`src/rtl/lfsr_gen.sv`:
```
// lfsr_gen: parametrised LFSR with run-time Fibonacci/Galois selection,
// seed load, step enable, all-zero lock-up recovery and period measurement
// against the most recently loaded (or recovered) seed.
module lfsr_gen #(
  parameter int             N          = 26,
  parameter logic [N-1:0]   TAPS       = N'(26'h2000023),
  parameter logic [N-1:0]   RESET_SEED = N'(1),
  parameter logic [N-1:0]   RESEED     = N'(1)
) (
  input  logic         clk,
  input  logic         r,
  input  logic         en,
  input  logic         load,
  input  logic [N-1:0] seed,
  input  logic         mode,
  output logic [N-1:0] q,
  output logic [N-1:0] qbar,
  output logic         bit_out,
  output logic         lockup,
  output logic         wrap,
  output logic [N-1:0] step_count,
  output logic [N-1:0] period,
  output logic         period_valid
);

  logic [N-1:0] ref_seed;
  logic         fb;
  logic [N-1:0] fib_nxt;
  logic [N-1:0] gal_nxt;
  logic [N-1:0] step_nxt;
  logic         hit;

  // Candidate next state for both forms; mode picks one every enabled step
  always_comb begin
    fb       = ^(q & TAPS);
    fib_nxt  = {q[N-2:0], fb};
    gal_nxt  = {q[N-2:0], 1'b0} ^ (q[N-1] ? TAPS : '0);
    step_nxt = mode ? gal_nxt : fib_nxt;
    hit      = (step_nxt == ref_seed);
  end

  assign qbar    = ~q;
  assign bit_out = q[N-1];

  // Register state, reference seed, step counter and period measurement
  always_ff @(posedge clk or negedge r) begin
    if (!r) begin
      q            <= RESET_SEED;
      ref_seed     <= RESET_SEED;
      step_count   <= '0;
      period       <= '0;
      period_valid <= 1'b0;
      lockup       <= 1'b0;
      wrap         <= 1'b0;
    end else begin
      lockup <= 1'b0;
      wrap   <= 1'b0;
      if (load) begin
        q          <= seed;
        ref_seed   <= seed;
        step_count <= '0;
      end else if (en) begin
        if (q == '0) begin
          // All-zero is a fixed point of both forms; restart from RESEED
          // and measure the period from there.
          q          <= RESEED;
          ref_seed   <= RESEED;
          step_count <= '0;
          lockup     <= 1'b1;
        end else begin
          q <= step_nxt;
          if (hit) begin
            wrap         <= 1'b1;
            period       <= step_count + N'(1);
            period_valid <= 1'b1;
            step_count   <= '0;
          end else begin
            step_count <= step_count + N'(1);
          end
        end
      end
    end
  end

endmodule
```
`config.mk`:
```
export PLATFORM = sky130hd
export DESIGN_NAME = lfsr_gen
export DESIGN_NICKNAME = d
export VERILOG_FILES = /design/src/rtl/lfsr_gen.sv
export SDC_FILE = /design/constraint.sdc
export NUM_CORES = 1
export LEC_CHECK = 0
export BUFFER_PORTS_ARGS = -buffer_cell sky130_fd_sc_hd__buf_2
export CAP_MARGIN = 25
export CORE_ASPECT_RATIO = 0.9
export CORE_UTILIZATION = 35
export CTS_BUF_LIST = sky130_fd_sc_hd__clkbuf_4
export DETAILED_ROUTE_END_ITERATION = 16
export PLACE_DENSITY = 0.58
export SLEW_MARGIN = 20
export SYNTH_ARGS = -nofsm -noshare
export SYNTH_HDL_FRONTEND = slang
export SYNTH_SLANG_ARGS = --single-unit
```
`constraint.sdc`:
```
create_clock -name clk -period 2.6 [get_ports clk]
set_clock_uncertainty 0.2 [all_clocks]
set_input_delay 0.78 -clock clk [delete_from_list [all_inputs] [get_ports clk]]
set_output_delay 0.78 -clock clk [all_outputs]
set_load 0.05 [all_outputs]
```
# After elaboration in Yosys (flattened, before gate mapping)
# Index checks and enable logic that the tools add are counted.
[classes]
reduce_logical = 6
add_sub_neg = 1
muxes = 19
bitwise_logic = 4
eq_ne = 1
[op_table]
columns = ["operator", "n"]
rows = [
  ["$mux 26", 12],
  ["$add 26x1->26 const B", 1],
  ["$eq 26x26->1", 1],
  ["$logic_not 26->1", 1],
  ["$not 26->26", 1],
  ["$reduce_xor 26->1", 1],
  ["$xor 26x26->26", 1],
  ["$mux 1", 7],
  ["$reduce_and 4->1", 1],
  ["$reduce_bool 2->1", 2],
  ["$not 1->1", 2],
  ["$reduce_and 2->1", 1],
]
[word_totals]
out_inout_bits = 108
ff_bits = 107

# Logic depth before layout (Yosys ltp)
# Gate-level depths: netlist (run 1).
[depth]
word_depth = 8
mapped_depth = 11

# Least setup slack after synthesis (run 1)
# No wires, ideal clock.
[synth_timing]
path_type = "register -> register"
from = "register q[1]"
to = "register period[23]"
path_slack_ps = -753
period_less_slack_ps = 3353
stages_incl_launch_ff = 11
setup_ps = 128
arrival_time_ps = 3025
path_cell_list = "dfrtp_1 inv_1 ha_1 xor2_2 a21oi_1 o21ai_1 nor4_4 and2_1 buf_4 buf_6 mux2_1"
[synth_via]
elab_chain_cells = 4
word_cells_on_any_way = 7
cone_classes = "eq/ne: 1; mux: 1; bitwise: 2; reduce/logical: 3"
[synth_rtl]
columns = ["item", "line_no", "source"]
rows = [
  ["from (decl)", "16", "output logic [N-1:0] q,"],
  ["from (signal assigned)", "71", "q <= step_nxt;"],
  ["$reduce_xor 26->1 or $xor 26x26->26 (tied branches)", "35, 37", ""],
  ["$mux 26", "38", "step_nxt = mode ? gal_nxt : fib_nxt;"],
  ["$eq 26x26->1", "39", "hit = (step_nxt == ref_seed);"],
  ["$reduce_and 4->1 (no source line) *", "--", ""],
  ["to (signal assigned)", "74", "period <= step_count + N'(1);"],
  ["to (decl)", "22", "output logic [N-1:0] period,"],
]
# Mark *: on every way between the ends. The rest lies on a longest branch, timed or not.
# A chain may end at the register's enable or synchronous reset.

# Worst setup path after layout (run 1)
[layout_timing]
from = "register q[0]"
to = "register period[17]"
# The elaborated chain is that of the path after synthesis.

==> results by group, run 1 <==
Outcome
  • Status: finished with violations
  • Violated checks: setup timing

Timing
  • Final worst-path cycle share: 1.05
  • Fmax: ~0.37 GHz
  • Final setup fails: 37
  • Final setup margin: -0.121 ns
  • Setup_tns: -2.24 ns
  • Period minus WS final: 2.72 ns
  • Final Hold Fails: 0
  • Slew margin rel.: 0.616
  • RSZ-0062 raised after global routing: true
  • Max-slew violation count: 0
  • Slew @ Worst Pin: between 0.5 and 0.6 ns

Clock network
  • CTS sink cnt: 107
  • Clk pin slew, worst setup/hold paths: between 0.15 and 0.2 ns
  • H-tree Lvls: 3
  • TritonCTS clock tree: done
  • Root buf cell: clkbuf_4
  • Num CTS Buffers: 9
  • Clock Latency Late Sink: 0.48 ns
  • Clock Path Buffers: 2

Yosys
  • Yosys reg bits: 107
  • Cell count after synthesis: 510
  • Mapped cell area: 0.00530 mm²
  • Syn Nets: 544
  • Post-synth EDFFs: 0
  • Ys flop type: dfrtp_1
  • Count of different cell masters after synthesis: 48
  • Yosys Warn Count: 0
  • Asr flop ratio synth: 1.00
  • Sequential area share after synthesis: 0.506
  • Syn Area/Cell: 10.4 µm²

Global routing
  • Vias in the first global route: 4,389
  • Initial antenna violation count: 0
  • Total gr overflow: 0
  • Largest net degree at the start of global routing: 57
  • GRT Util Overall: 0.197
  • First-pass GRT wire length: approximately 24 mm

Die
  • Die area: 0.0156 mm²
  • Initial Util: 0.359
  • Floorplan core area: around 0.015 mm²
  • # IOs: approximately 140
  • Die Ht: about 120 µm
  • Die width: approximately 130 µm
  • Rows: 42

Power and ir drop
  • Tot Pwr: 3.61 mW
  • Pwr dens: 518 mW/mm²
  • Max VDD drop: 0.187 mV
  • Pleak: 3.51 nW

Route
  • Pre-antenna DRT Iters: 5
  • Final wirelength: 15.1 mm
  • Drt wl/cell: about 17 µm
  • Via Count: 4,511
  • Post-route antenna net violation count: 0
  • DRC: 0
  • Vias per cell: 5.01
  • 1st-iter DRT viols: 232

Critical path
  • Crit-path cells: clkinvlp_4, ha_4, xor2_4, and3_4, o21ai_2, nor4_4, and2_4, buf_12, mux2_1
  • Critical path fanouts, max: 9
  • Worst setup EP type: flip-flop
  • CP max stage cell: dfstp_4
  • WS Path Type: reg2reg
  • Startpoint type of the worst setup path: flip-flop
  • Critical Path RT: 2.76 ns
  • Crit path buffers/inverters: 2
  • Worst EP arrival: just under 3 ns
  • CP top delay family: flip-flops
  • Critical Path Max Stage Delay: 0.67 ns

Final layout
  • Diodes inserted: 0
  • Cell area after layout: 0.00696 mm²
  • Fin util: 0.472
  • Nets: between 700 and 800
  • P&R area growth vs syn: 31.5%
  • Layout cells sized above 1: 0.364
  • # fillers: 1,441
  • Sequential cell area: 0.00269 mm²
  • Footprint of the multi-input gates: between 0.002 and 0.0025 mm²

Place
  • GPL Wtd Cong: 0.878
  • Pre-CTS setup slack: -0.182 ns
  • Final HPWL DP: 10.8 mm
  • Port-buffer cells: 138
  • DP Area: 0.00666 mm²

Job
  • # Max-Cap Violations: 0

Worst hold path
  • HP Class: reg2reg
-- timing repair --
| item | in CTS | in global routing |
|---|---|---|
| setup endpoints to repair | 71 | 83 |
| buffers inserted | 1 | 6 |
| gates resized for setup | 5 | 10 |
| hold endpoints to repair | 18 | 0 |
| pin swaps | 1 | 2 |
| hold buffers | 1 | 0 |
| gates cloned | 1 | 1 |
-- state kept, by name (all words and copies together) (netlist names) --
| name | cells |
|---|---|
| lockup | 1 |
| period | 26 |
| period_valid | 1 |
| q | 26 |
| ref_seed | 26 |
| step_count | 26 |
| wrap | 1 |
-- area by class of cell --
class	instances	share of cell area
timing repair buffer	209	0.193
clock inverter	7	0.00503
multi-input combinational	338	0.351
clock buffer	9	0.00970
inverter	33	0.0203
tap	198	0.0356
sequential	107	0.386
-- logic make-up after synthesis --
family | synth area share
AOI/OAI and AO/OA | 0.154
xor gates and xnor gates | 0.0876
adders and majority gates | 0.00709
buffers and inverters | 0.0513
DFF | 0.506
muxes | 0.0690
and+or+nand+nor | 0.125
-- layer usage --
layer,share of wire,GRT usage,vias up,wire length [µm]
li1,-,-,2162,-
met1,0.49,0.284,2222,7350
met2,0.45,0.299,108,6840
met3,0.039,0.0275,19,582
met4,0.019,0.0741,0,281
met5,0,0,-,0
-- worst paths after layout --
path	from	endpoint	slack [ns]	depth (start not counted)
max in group asynchronous	r	q[24]	1.02	3
min reg2reg	period_valid	period_valid	0.28	1
min in group asynchronous	r	period[19]	0.53	2
min	period_valid	period_valid	0.28	1
max reg2reg	q[0]	period[17]	-0.12	9
max	q[0]	period[17]	-0.12	9
-- synth_stat cells, types with 2 or more instances --
cell / n / area (µm²)
buf_4: 2 / 15.0
a22o_1: 32 / 280
xnor2_1: 17 / 149
a211oi_1: 4 / 30.0
and4_1: 2 / 17.5
o21ai_0: 24 / 120
dfrtp_1: 105 / 2630
mux2_1: 11 / 124
nand2b_1: 8 / 50.1
and2_1: 2 / 12.5
a221o_1: 4 / 40.0
a31oi_1: 5 / 31.3
nand4_1: 10 / 62.6
xor2_1: 29 / 254
a21oi_2: 9 / 78.8
a21o_1: 6 / 45.0
nor4_1: 11 / 68.8
mux2i_1: 23 / 230
nor2_1: 18 / 67.6
a21oi_1: 19 / 95.1
ha_1: 3 / 37.5
inv_1: 31 / 116
or2_1: 3 / 18.8
o21ai_1: 13 / 65.1
nand3_1: 16 / 80.1
buf_6: 2 / 22.5
and3_1: 2 / 12.5
nor3_1: 3 / 15.0
xnor3_1: 2 / 45.0
nand2_1: 48 / 180
clkbuf_1: 27 / 101
dfstp_2: 2 / 52.6
inv_2: 2 / 7.51
-- power breakdown --
part	leakage (nW)	switching [mW]	internal (mW)
registers	1.39	0.0715	1.75
clock network	0.0519	0.563	0.183
logic	2.07	0.684	0.356
total	3.51	1.32	2.29
-- layout by cell type, fill, tap and decap left out, drive strengths merged, types with 6 or more instances in the layout --
cell and n:
xor2 30, a21o 6, nor2 18, nand2 48, mux2 12, nand4 10
a22o 32, nand3 16, xnor2 17, inv 29, dfrtp 105, nand2b 8
a21oi 29, nor4 13, o21ai 37, mux2i 23, clkinvlp 6, clkbuf 10
buf 207
-- per-stage QoR --
step | cells | hold WS [ns]
floorplan | 510 | 0.247
global placement | 875 | 0.245
detailed placement | 875 | 0.244
CTS | 894 | 0.277
global route | 901 | 0.280
finish | 901 | 0.285
(Power assumes the default switching activity.)
==> inputs of run 2 (changes only) <==
Settings changed: PLACE_DENSITY 0.58 to 0.56.
Clock period 2.6 ns to 3.1 ns, I/O delays scaled along.
==> run 2 against run 1 <==
The flow now finishes without violations. Critical path type unchanged. Hold slack got worse by 0.0064 ns. Non-clock buffer count fell by 48. Via count fell by 5.4%.
==> results by group, run 2 (synthesis gave the netlist of run 1 again) <==
Outcome
  • Status: completed

Die
  • # IOs: 139 (unchanged)
  • Die area: 0.0156 mm² (unchanged)
  • Die width: 132 µm (unchanged)
  • Initial Util: 0.359 (unchanged)
  • Die Ht: 119 µm (unchanged)
  • Rows: 42 (unchanged)
  • Floorplan core area: 0.0148 mm² (unchanged)

Timing
  • Period minus WS final: 2.89 ns (+0.167 ns)
  • Final setup margin: 0.212 ns (+0.333 ns)
  • Final worst-path cycle share: 0.932 (-0.115)
  • Setup_tns: 0 ns (+2.24 ns)
  • Final setup fails: 0 (-100%)
  • Slew @ Worst Pin: 0.684 ns (+0.110 ns)
  • Fmax: 0.346 GHz (-5.8%)
  • Slew margin rel.: 0.540 (-0.0761)
  • Max-slew violation count: 0 (unchanged)
  • RSZ-0062 raised after global routing: false
  • Final Hold Fails: 0 (unchanged)

Critical path
  • Worst setup EP type: flip-flop
  • Worst EP arrival: 3.07 ns (+0.18 ns)
  • WS Path Type: reg2reg
  • CP max stage cell: dfrtp_1
  • Startpoint type of the worst setup path: flip-flop
  • Critical Path Max Stage Delay: 0.49 ns (-0.18 ns)
  • Critical Path RT: 3.28 ns (+0.52 ns)
  • Crit-path cells: xor2_1, nor4_1, buf_4, nand4_1, nor4_4, and2_1, buf_12, mux2_1
  • Critical path fanouts, max: 18 (+9)

Global routing
  • Total gr overflow: 0 (unchanged)
  • First-pass GRT wire length: 22.6 mm (-6.0%)
  • GRT Util Overall: 0.184 (-0.0124)
  • Largest net degree at the start of global routing: 108 (+89%)
  • Initial antenna violation count: 1 (+1)
  • Vias in the first global route: 4,138 (-5.7%)

Place
  • Pre-CTS setup slack: 0.0698 ns (+0.252 ns)
  • GPL Wtd Cong: 0.801 (-8.9%)
  • Final HPWL DP: 9.71 mm (-10%)
  • Port-buffer cells: 138 (unchanged)

Route
  • 1st-iter DRT viols: 214 (-7.8%)
  • Pre-antenna DRT Iters: 4 (-1)
  • DRC: 0 (unchanged)
  • Vias per cell: 5.00 (about the same)
  • Via Count: 4,268 (-5.4%)
  • Post-route antenna net violation count: 0 (unchanged)
  • Final wirelength: 13.9 mm (-7.6%)
  • Drt wl/cell: 16.3 µm (-2.4%)

Final layout
  • Nets: 683 (-6.7%)
  • Most frequent cells in the layout: buf_2, dfrtp_1, nand2_1
  • P&R area growth vs syn: 22.3%
  • Most common cell after layout, fill and taps aside: buf_2
  • Layout cells sized above 1: 0.318 (-0.0461)

Power and ir drop
  • Pleak: 3.25 nW (-7.3%)
  • Pwr dens: 463 mW/mm² (-11%)
  • Max VDD drop: 0.267 mV (+43%)

Clock network
  • TritonCTS clock tree: done
  • Clk pin slew, worst setup/hold paths: 0.16 ns (about the same)
  • CTS sink cnt: 107 (unchanged)
  • Clock Latency Late Sink: 0.49 ns (about the same)
  • Hold Buf Count CTS: 0 (-1)
  • H-tree Lvls: 3 (unchanged)
  • Cts repair resizes: 0 (-5)
  • Num CTS Buffers: 9 (unchanged)
  • Clock Path Buffers: 2 (unchanged)
  • Root buf cell: clkbuf_4
  • Post-CTS Setup Inserts: 0 (-1)

Job
  • # Max-Cap Violations: 0 (unchanged)

Worst hold path
  • HP Class: in2async
## run 2: changes by cell type in the layout (fill, tap and decap cells not counted), moves of 2 or more
cell	before	now
clkinv_2	1	3
clkinv_1	4	1
buf_6	3	0
buf_12	6	2
a21oi_4	2	0
buf_4	61	22
## run 2: critical path: cells and delay by family (launching register included)
kind | cells | cell delay (ns)
DFF | 1 | 0.49
and+or+nand+nor | 4 | 1.19
xor gates and xnor gates | 1 | 0.19
muxes | 1 | 0.33
buffers and inverters | 2 | 0.37
## run 2: per-layer routing
metal	global-route usage	routed length, µm
met1	0.266	6890
met3	0.0403	560
met2	0.278	6300
met5	0	0
met4	0.0487	153
## run 2: path summary, 6_finish.rpt
| check | slack [ns] | end | cells after the start | from |
|---|---|---|---|---|
| setup / recovery | 0.21 | period[22] | 8 | q[17] |
| hold / removal | 0.28 | period[23] | 2 | r |
| setup reg to reg | 0.21 | period[22] | 8 | q[17] |
| hold reg to reg | 0.28 | ref_seed[0] | 2 | ref_seed[0] |
| max in group asynchronous | 1.96 | period[0] | 2 | r |
| min in group clk | 0.28 | ref_seed[0] | 2 | ref_seed[0] |
## run 2: per-stage QoR
stage	power (mW)	instance area, µm²	cells	hold slack (ns)	util
after global placement	2.31	6340	836	0.249	0.429
after global routing	3.14	6480	853	0.304	0.439
after floorplan	2.08	5350	510	0.247	-
final	3.00	6480	853	0.278	0.439
after detailed placement	2.31	6340	836	0.247	0.429
after CTS	3.04	6470	852	0.281	0.438
## run 2: cell type report
class | instances | area, µm²
repair buffers | 161 | 891
clock buffers | 10 | 75.1
clock inverters | 6 | 56.3
multi-input cells | 337 | 2380
diodes | 1 | 2.50
well taps | 198 | 248
flip-flops and latches | 107 | 2690
fillers | 1461 | 8290
inverters | 33 | 139
## run 2: power by group
group          internal, mW  switching [mW]
Sequential             1.47          0.0935
Combinational         0.217           0.503
Clock                 0.249           0.470
Total                  1.93            1.07
